**src/rtl/instr_mem_loader.sv**
```systemverilog
// instr_mem_loader: byte-serial program loader for the CPU instruction memory.
// Takes a framed stream (LEN_HI, LEN_LO, 2N payload bytes, CHK), writes the
// payload starting at BASE_ADDR and holds the CPU until a verified program is in.
//
// Handshake: a byte is consumed on a rising Clock edge where ByteValid and
// ByteReady are both 1. ByteReady is registered and depends only on the loader
// state, never on ByteValid. The producer may drop ByteValid for any number of
// cycles; ByteValid while ByteReady = 0 has no effect.
module instr_mem_loader #(
  parameter logic [15:0] BASE_ADDR = 16'd10,
  parameter int          MEM_BYTES = 128
) (
  input  logic        Clock,
  input  logic        Reset,
  input  logic        Start,
  input  logic        ByteValid,
  input  logic [7:0]  ByteData,
  output logic        ByteReady,
  output logic        MemWrite,
  output logic [15:0] MemAddr,
  output logic [7:0]  MemData,
  output logic        CpuHold,
  output logic        Done,
  output logic        Error,
  output logic [2:0]  dbg_state
);

  typedef enum logic [2:0] {
    ST_IDLE = 3'd0,
    ST_LENH = 3'd1,
    ST_LENL = 3'd2,
    ST_PAY  = 3'd3,
    ST_CHK  = 3'd4,
    ST_DONE = 3'd5,
    ST_ERR  = 3'd6
  } state_t;

  // One past the last writable address, widened to match the end-address math.
  localparam logic [17:0] MEM_LIMIT = 18'(MEM_BYTES);

  state_t      state_q, state_d;
  logic        ready_q, ready_d;
  logic        we_q, we_d;
  logic [15:0] addr_q, addr_d;
  logic [7:0]  data_q, data_d;
  logic [7:0]  csum_q, csum_d;
  logic [16:0] rem_q, rem_d;     // payload bytes still expected
  logic [15:0] ptr_q, ptr_d;     // address of the next payload byte
  logic [7:0]  len_hi_q, len_hi_d;

  logic        accept;
  logic [15:0] len_n;
  logic [17:0] end_addr;

  assign accept   = ByteValid & ready_q;
  assign len_n    = {len_hi_q, ByteData};
  // Full 18-bit end address so oversized lengths cannot wrap into range.
  assign end_addr = {2'b00, BASE_ADDR} + {1'b0, len_n, 1'b0};

  // Next-state, datapath and write-strobe logic.
  always_comb begin
    state_d  = state_q;
    we_d     = 1'b0;
    addr_d   = addr_q;
    data_d   = data_q;
    csum_d   = csum_q;
    rem_d    = rem_q;
    ptr_d    = ptr_q;
    len_hi_d = len_hi_q;

    case (state_q)
      ST_IDLE, ST_DONE, ST_ERR: begin
        if (Start) begin
          state_d = ST_LENH;
          csum_d  = 8'd0;
          rem_d   = 17'd0;
          ptr_d   = BASE_ADDR;
        end
      end
      ST_LENH: begin
        if (accept) begin
          len_hi_d = ByteData;
          state_d  = ST_LENL;
        end
      end
      ST_LENL: begin
        if (accept) begin
          rem_d = {len_n, 1'b0};
          ptr_d = BASE_ADDR;
          if (end_addr > MEM_LIMIT) begin
            state_d = ST_ERR;
          end else if (len_n == 16'd0) begin
            state_d = ST_CHK;
          end else begin
            state_d = ST_PAY;
          end
        end
      end
      ST_PAY: begin
        if (accept) begin
          we_d   = 1'b1;
          addr_d = ptr_q;
          data_d = ByteData;
          ptr_d  = ptr_q + 16'd1;
          csum_d = csum_q ^ ByteData;
          rem_d  = rem_q - 17'd1;
          if (rem_q == 17'd1) begin
            state_d = ST_CHK;
          end
        end
      end
      ST_CHK: begin
        if (accept) begin
          state_d = (ByteData == csum_q) ? ST_DONE : ST_ERR;
        end
      end
      default: state_d = ST_IDLE;
    endcase

    // Ready follows the state being entered so it is valid on the first cycle there.
    ready_d = (state_d == ST_LENH) || (state_d == ST_LENL) ||
              (state_d == ST_PAY)  || (state_d == ST_CHK);
  end

  // State and datapath registers with synchronous reset.
  always_ff @(posedge Clock) begin
    if (Reset) begin
      state_q  <= ST_IDLE;
      ready_q  <= 1'b0;
      we_q     <= 1'b0;
      addr_q   <= 16'd0;
      data_q   <= 8'd0;
      csum_q   <= 8'd0;
      rem_q    <= 17'd0;
      ptr_q    <= 16'd0;
      len_hi_q <= 8'd0;
    end else begin
      state_q  <= state_d;
      ready_q  <= ready_d;
      we_q     <= we_d;
      addr_q   <= addr_d;
      data_q   <= data_d;
      csum_q   <= csum_d;
      rem_q    <= rem_d;
      ptr_q    <= ptr_d;
      len_hi_q <= len_hi_d;
    end
  end

  assign ByteReady = ready_q;
  assign MemWrite  = we_q;
  assign MemAddr   = addr_q;
  assign MemData   = data_q;
  assign CpuHold   = (state_q != ST_DONE);
  assign Done      = (state_q == ST_DONE);
  assign Error     = (state_q == ST_ERR);
  assign dbg_state = state_q;

endmodule

```
**config.mk**
```make
export PLATFORM = sky130hd
export DESIGN_NAME = instr_mem_loader
export DESIGN_NICKNAME = d
export VERILOG_FILES = /design/src/rtl/instr_mem_loader.sv
export SDC_FILE = /design/constraint.sdc
export NUM_CORES = 1
export LEC_CHECK = 0
export BUFFER_PORTS_ARGS = -buffer_cell sky130_fd_sc_hd__buf_4
export CAP_MARGIN = 20
export CELL_PAD_IN_SITES_DETAIL_PLACEMENT = 1
export CELL_PAD_IN_SITES_GLOBAL_PLACEMENT = 1
export CORE_MARGIN = 2
export CORE_UTILIZATION = 40
export CTS_CLUSTER_DIAMETER = 30
export DETAILED_ROUTE_END_ITERATION = 16
export PLACE_DENSITY = 0.74
export SLEW_MARGIN = 20
export SYNTH_ARGS = -nofsm -noshare
export SYNTH_HDL_FRONTEND = slang
export SYNTH_SLANG_ARGS = --single-unit
export TNS_END_PERCENT = 50
```
**constraint.sdc**
```tcl
create_clock -name Clock -period 2.2 [get_ports Clock]
set_input_delay 0.22 -clock Clock [delete_from_list [all_inputs] [get_ports Clock]]
set_output_delay 0.22 -clock Clock [all_outputs]
set_load 0.02 [all_outputs]
```
==> results of run 1 <==
-- tightest hold or removal path: cells and delay by family --
family                 cells  cell delay (ns)
AOI/OAI and AO/OA          1             0.05
buffers and inverters      1             0.16
and+or+nand+nor            1             0.06
-- cells by family (layout without fill, tap and decap cells) --
logic type               count (synthesis)  count (layout)  share of synthesized area, %
multiplexers                            12              12                         3.089
adder cells (fa/ha/maj)                  4               4                         1.210
buffers and inverters                   44              94                         6.114
XOR/XNOR                                24              24                         5.350
flip-flops                              78              78                         39.75
AO/OA/AOI/OAI                          112             112                         15.86
AND/OR/NAND/NOR                        232             232                         28.63
-- timing repair --
action,in CTS,in global routing
buffers inserted,0,1
gates cloned,0,0
endpoints found under the setup margin,1,2
resized for setup,1,3
pin swaps,0,2
-- flip-flops by register name (all words and copies together) (netlist names) --
name / count
ByteReady: 1
MemAddr: 16
MemData: 8
MemWrite: 1
csum_q: 8
dbg_state: 3
len_hi_q: 8
ptr_q: 16
rem_q: 17
-- through the flow --
step | instances | power (W) | instance area, um2 | hold WS [ns]
5_1_grt | 689 | 0.004577 | 4647 | 0.1592
6_report | 689 | 0.004307 | 4647 | 0.1631
2_1_floorplan | 506 | 0.002693 | 3929 | 0.3675
3_3_place_gp | 673 | 0.003145 | 4424 | 0.4455
4_1_cts | 688 | 0.004322 | 4629 | 0.1478
3_5_place_dp | 673 | 0.003188 | 4424 | 0.4483
-- path summary, 6_finish.rpt --
| path | end | slack [ns] | start | depth (start not counted) |
|---|---|---|---|---|
| worst max register to register | ByteReady | 0.17 | len_hi_q[0] | 7 |
| worst min register to register | MemAddr[15] | 0.46 | MemAddr[15] | 2 |
| worst min-delay path | MemData[1] | 0.16 | ByteData[1] | 3 |
| worst max-delay path | ByteReady | 0.17 | len_hi_q[0] | 7 |
-- where the power goes --
part	total [W]	internal (W)	switching, W	leakage [nW]
sequential	0.00163	0.00151	0.000120	0.631
combinational	0.00156	0.000616	0.000939	0.983
clock	0.00113	0.000551	0.000575	0.0983
total	0.00431	0.00267	0.00163	1.71
-- synthesized netlist by cell type, drive strengths merged (11+ instances only) --
cell type  count  area share [%]
a21oi         64             8.3
clkbuf        25             2.9
dfxtp         78              40
mux2i         11             2.8
nand2         71             6.8
nand3         14             2.1
nor2          68             6.5
nor3          22             2.9
nor4          12             2.5
o21ai         28             3.6
xnor2         11             2.5
xor2          13             2.9
-- routing by layer --
metal / vias up / routed length [um]
met4: 0 / 245
met5: - / 0
li1: 1830 / -
met2: 64 / 5743
met1: 1817 / 5238
met3: 14 / 317
-- layout make-up --
| type | count | area (um2) |
|---|---|---|
| timing repair buffer | 69 | 530.5 |
| fill | 1236 | 4992 |
| multi-input combinational | 384 | 2152 |
| inverter | 10 | 37.54 |
| tap | 133 | 166.4 |
| sequential | 78 | 1563 |
| clock inverter | 5 | 60.06 |
| clock buffer | 10 | 137.6 |
==> impl_metrics.toml, run 1 <==
[critical_path]
crit_buf_inv = 0
cp_max_fo = 4
crit_slowest_cell = "or4_4"
cp.required_ns = 2.45
cp-end-kind = "flip-flop"
crit_type = "reg2reg"
arrival_ns = 2.28
slowest_delay_ns = 0.52
crit_top_cell = "or4_4"
critPathLaunchType = "flip-flop"
crit_chain = "or4_4, nor3_2, o2bb2ai_1, or4_4, a21oi_4, xnor2_1, nor2_1"
cp_top_family = "simple AND/OR/NAND/NOR gates"

[synth]
synthesis.area_mm2 = 0.003929
synth-async-reset-ratio_pct = 0
synth.distinct_cells = 57
synth_ff_type = "dfxtp_1"
ys_seq_area_share_pct = 39.75
synth_cells = 506
synth_seq_cells = 78
yosysWarnings = 0
synthesis.nets = 521
syn_area_per_cell_um2 = 7.764
synth_enable_flop_cells = 0

[sta]
grt_setup_unrepaired = "false"
maxSlewViolCount = 0
period_share_pct = 92.10
worstMarginPinSlew_ns = 0.4807
max_freq_mhz = 493.5
setup_ws_ns = 0.1738
slew_headroom_pct = 67.95
setup_violations = 0
tns_ns = 0
fin_skew_ns = 0.005622
finalHoldViolations = 0
final.min_clock_period_ns = 2.026

[clock_network]
holdBufCountCts = 0
path_clk_slew_ns = 0.09
cts_made_buffers = 9
htreeDepth = 3
cts_tree = "done"
worstSkewPairLatency_ns = 0.37
cts_buffer_depth = 2
clock-sinks = 78
cts-root-buf = "clkbuf_8"

[global_route]
grt-ovfl-total = 0
grt_antenna_before_repair = 0
use_met3_pct = 3.932
grt_max_degree = 45
grt_util_all_layers_pct = 23.15
grt_pass1_vias = 3868
grt.met2_usage_pct = 39.16
grt_pass1_wl_um = 19200
grt_busiest_layer = "met2"
met1_usage_pct = 29.01

[die]
initial_utilization_pct = 40.76
core_area_mm2 = 0.009639
io_pins = 44
fp-row-count = 36
die_w_um = 103.1
die-area_mm2 = 0.01063
die_y_um = 103.1

[power_and_ir_drop]
power.leakage_nw = 1.713
power.density_mw_per_mm2 = 926.9
ir_worst_vdd_mv = 0.4217

[placed_design]
port-buffer-count = 43
place_ws_ns = 0.02810
gp_congestion = 0.8285
place_hpwl_um = 8091

[cells_and_area]
post-route-util_pct = 48.21
drive_gt1_share_pct = 18.35
fin_nets = 567
final_common_cell = "dfxtp_1"
n_antenna_cell = 0
final_cell_mix = "dfxtp_1 (77), nand2_1 (71), buf_4 (68), nor2_1 (67), a21oi_1 (62)"
syn_to_final_growth_pct = 18.28

[worst_hold_path]
hp-class = "in2reg"

[drt]
ant_nets = 0
route.detailed.drc = 0
routed_wl_um = 11550
wl_per_cell_um = 16.76
num_vias = 3725
detail_route.first_pass.iterations = 4
first_iter_violations = 165
vias_per_cell = 5.406

[status]
status = "completed"

[flow_run]
max-cap-violations = 0
No activity file was read; power rests on OpenSTA's default activity.
==> inputs of run 2 (changes only) <==
- RECOVER_POWER: unset -> 50
==> impl_metrics.toml, run 2 (same netlist as run 1, synthesis figures left out) <==
[status]
status = "completed"

[cells_and_area]
register_area_mm2 = 0.001563
syn_to_final_growth_pct = 15.03
fillCellCount = 1255
drive_gt1_share_pct = 12.41
fin_nets = 567
final_cell_mix = "dfxtp_1 (77), nand2_1 (71), nor2_1 (68), a21oi_1 (62), buf_4 (36)"
regMostFlops = "rem_q"
multi_input_area_mm2 = 0.002143
largest_reg_flops = 17
final_common_cell = "dfxtp_1"
n_antenna_cell = 0
post-route-util_pct = 46.88

[die]
die_y_um = 103.1
die_w_um = 103.1
initial_utilization_pct = 40.76
core_area_mm2 = 0.009639
io_pins = 44
fp-row-count = 36
die-area_mm2 = 0.01063

[critical_path]
crit_chain = "or4_4, nor3_2, o2bb2ai_1, or4_4, a21oi_4, xnor2_1, nor2_1"
startpoint = "len_hi_q[0]"
rr_startpoint = "len_hi_q[0]"
slowest_delay_ns = 0.52
critPathLaunchType = "flip-flop"
crit_top_cell = "or4_4"
crit_type = "reg2reg"
cp_max_fo = 4
cp-end-kind = "flip-flop"
regToRegEndpoint = "ByteReady"
crit_slowest_cell = "or4_4"
arrival_ns = 2.28
ff2ff_path_depth = 7
cp.required_ns = 2.46
reg2reg_slack_ns = 0.18

[placed_design]
port-buffer-count = 43
place_hpwl_um = 8091
gp_congestion = 0.8285

[global_route]
grt_pass1_wl_um = 19200
grt_antenna_before_repair = 0
grt_pass1_vias = 3868
grt_util_all_layers_pct = 23.15
grt_max_degree = 45
grt-ovfl-total = 0

[sta]
slew_headroom_pct = 60.15
max_freq_mhz = 494.6
final.min_clock_period_ns = 2.022
setup_violations = 0
maxSlewViolCount = 0
tns_ns = 0
grt_setup_unrepaired = "false"
finalHoldViolations = 0
period_share_pct = 91.90
worstMarginPinSlew_ns = 0.5977
fin_skew_ns = 0.006196

[clock_network]
htreeDepth = 3
holdBufCountCts = 0
worstSkewPairLatency_ns = 0.37
cts_buffer_depth = 2
clock-sinks = 78
path_clk_slew_ns = 0.09
cts_made_buffers = 9
cts-root-buf = "clkbuf_8"
cts_tree = "done"

[drt]
first_iter_violations = 141
num_vias = 3744
route.detailed.drc = 0
ant_nets = 0
detail_route.first_pass.iterations = 4
routed_wl_um = 11560
wl_per_cell_um = 16.78
vias_per_cell = 5.434

[power_and_ir_drop]
power.density_mw_per_mm2 = 947.6
ir_worst_vdd_mv = 0.4201
power.leakage_nw = 1.580

[worst_hold_path]
hp-start = "ByteData[1]"
hold_depth = 3
min_to = "MemData[1]"
hp-class = "in2reg"

[flow_run]
max-cap-violations = 0
## run 2: timing repair
item                                    CTS  global route
hold endpoints to repair                  0             0
pin swaps                                 0             2
buffers inserted                          0             1
endpoints found under the setup margin    1             2
resized for setup                         1             3
## run 2: stage by stage
step           worst slack (ns)  power [W]  instance area, um2  instances  hold slack, ns
2_1_floorplan            0.1319   0.002693                3929        506          0.3675
3_5_place_dp            0.02810   0.003188                4424        673          0.4483
5_1_grt                 0.01656   0.004546                4519        689          0.1592
4_1_cts                0.009674   0.004322                4629        688          0.1478
3_3_place_gp            0.05771   0.003145                4424        673          0.4455
6_report                 0.1782   0.004282                4519        689          0.1630
## run 2: how the worst max path moves through the flow
stage                        endpoint  slack [ns]  cells after the start
final                       ByteReady        0.18                      7
after global routing        csum_q[3]        0.02                      6
after CTS                   ByteReady        0.01                      7
after detailed placement    ByteReady        0.03                      8
after global placement      ByteReady        0.06                      8
after floorplan           len_hi_q[7]        0.13                      6
## run 2: routing by layer
metal,GRT usage (%),wire length (um),vias up
met4,10.02,245,0
met2,39.16,5738,67
met5,0,0,-
met3,3.932,389,15
met1,29.01,5189,1831
li1,-,-,1831
## run 2: report_power, final
part	leakage, nW	internal [W]	switching (W)
Combinational	0.851	0.000590	0.000939
Clock	0.0983	0.000551	0.000576
Sequential	0.631	0.00151	0.000120
## run 2: layout make-up
cell class              instances  area share [%]
well taps                     133           3.682
repair buffers                 69           9.109
multi-input cells             384           47.43
clock inverters                 5           1.329
flip-flops and latches         78           34.58
clock buffers                  10           3.045
inverters                      10          0.8306
## run 2: worst max-delay path, delay by kind of cell, from the launching register on
kind,cells,cell delay (ns)
and+or+nand+nor,4,1.18
DFF,1,0.35
AOI/OAI and AO/OA,2,0.24
xor gates and xnor gates,1,0.13
==> inputs of run 3 (changes only) <==
- CELL_PAD_IN_SITES_GLOBAL_PLACEMENT: 1 -> 2
- CORE_UTILIZATION: 40 -> 34
- PLACE_DENSITY: 0.74 -> 0.79
==> impl_metrics.toml, run 3 (same netlist as run 1, synthesis figures left out) <==
[critical_path]
cp_max_fo = 4
cp_top_family = "simple AND/OR/NAND/NOR gates"
crit_chain = "or4_4, nor3_2, o2bb2ai_1, or4_4, a21oi_4, xnor2_1, nor2_1"
cp-end-kind = "flip-flop"
arrival_ns = 2.32
crit_buf_inv = 0
startpoint = "len_hi_q[0]"
crit_type = "reg2reg"
slowest_delay_ns = 0.56
cp.required_ns = 2.41
critPathLaunchType = "flip-flop"
crit_slowest_cell = "or4_4"
rr_startpoint = "len_hi_q[0]"
crit_top_cell = "or4_4"

[clock_network]
holdBufCountCts = 0
worstSkewPairLatency_ns = 0.34
clock-sinks = 78
htreeDepth = 3
cts_resized = 0
cts-root-buf = "clkbuf_16"
cts_tree = "done"
path_clk_slew_ns = 0.06
post-cts-setup-buffers = 0
cts_made_buffers = 9
cts_buffer_depth = 2

[drt]
wl_per_cell_um = 16.36
first_iter_violations = 201
vias_per_cell = 5.284
routed_wl_um = 11450
ant_nets = 0
num_vias = 3699
detail_route.first_pass.iterations = 4
route.detailed.drc = 0

[global_route]
grt_pass1_vias = 3833
grt_pass1_wl_um = 18920
grt-ovfl-total = 0
grt_antenna_before_repair = 0
grt_max_degree = 43
grt_util_all_layers_pct = 18.67

[cells_and_area]
fillCellCount = 1385
final_cells = 700
postLayoutCellArea_mm2 = 0.004606
drive_gt1_share_pct = 11.49
syn_to_final_growth_pct = 17.23
regMostFlops = "rem_q"
n_antenna_cell = 0
final_cell_mix = "dfxtp_1 (78), nand2_1 (71), nor2_1 (67), a21oi_1 (62)"
largest_reg_flops = 17
final_common_cell = "dfxtp_1"
fin_nets = 568
post-route-util_pct = 40.51

[die]
core_area_mm2 = 0.01137
die-area_mm2 = 0.01243
die_w_um = 111.5
io_pins = 44
fp-row-count = 39
initial_utilization_pct = 34.55
die_y_um = 111.5

[sta]
fin_skew_ns = 0.006149
setup_ws_ns = 0.08603
max_freq_mhz = 473.0
maxSlewViolCount = 0
finalHoldViolations = 0
final.min_clock_period_ns = 2.114
period_share_pct = 96.09
setup_violations = 0
worstMarginPinSlew_ns = 0.6388
slew_headroom_pct = 57.41

[flow_run]
max-cap-violations = 0

[power_and_ir_drop]
power.leakage_nw = 1.612
power.density_mw_per_mm2 = 996.9
ir_worst_vdd_mv = 0.4174

[worst_hold_path]
hp-start = "ByteData[5]"
hp-class = "in2reg"

[status]
status = "completed"

[placed_design]
place_area_mm2 = 0.004452
place_ws_ns = -0.02664
place_hpwl_um = 8276
gp_congestion = 0.8190
placed_cells = 685
port-buffer-count = 43
## run 3: cell types whose count changed in the layout (fill, tap and decap cells not counted), sizes merged
cell	previous run	this run
buf	37	36
clkinv	3	1
clkbuf	42	46
## run 3: final timing paths
kind / to / slack, ns / cells after the start
max: ByteReady / 0.09 / 7
min: MemData[5] / 0.20 / 3
max reg2reg: ByteReady / 0.09 / 7
min reg2reg: MemData[4] / 0.46 / 2
## run 3: metal layers
layer,routed length (um),global-route usage [%],vias up,part of all wire (%)
met5,0,0,-,0
met4,194,7.160,0,1.7
met3,350,2.885,14,3.1
met2,5613,32.20,67,49
met1,5295,23.55,1781,46
li1,-,-,1837,-
## run 3: tightest hold or removal path: stages
cell	delay (ns)
buf_4	0.15
nand2_1	0.07
a21oi_1	0.05
## run 3: through the flow
step	total power, W	TNS, ns	hold slack (ns)
final	0.004591	0	0.2000
after global routing	0.004882	-0.007392	0.2071
after CTS	0.004654	0	0.1999
after detailed placement	0.003187	-0.02664	0.4511
after global placement	0.003158	0	0.4449
after floorplan	0.002693	0	0.3675
## run 3: final cells by class
type | count | area [um2] | area share [%]
clock buffer | 12 | 236.5 | 5.134
clock inverter | 3 | 46.29 | 1.005
inverter | 10 | 37.54 | 0.8150
multi-input combinational | 384 | 2143 | 46.54
sequential | 78 | 1562 | 33.90
tap | 143 | 178.9 | 3.885
timing repair buffer | 70 | 401.6 | 8.720
## run 3: power breakdown
part           internal, W  total [W]  leakage [nW]  switching, W
Sequential         0.00151    0.00163         0.630      0.000118
Combinational     0.000573    0.00150         0.849      0.000930
Clock             0.000876    0.00146         0.133      0.000586
Total              0.00296    0.00459          1.61       0.00163
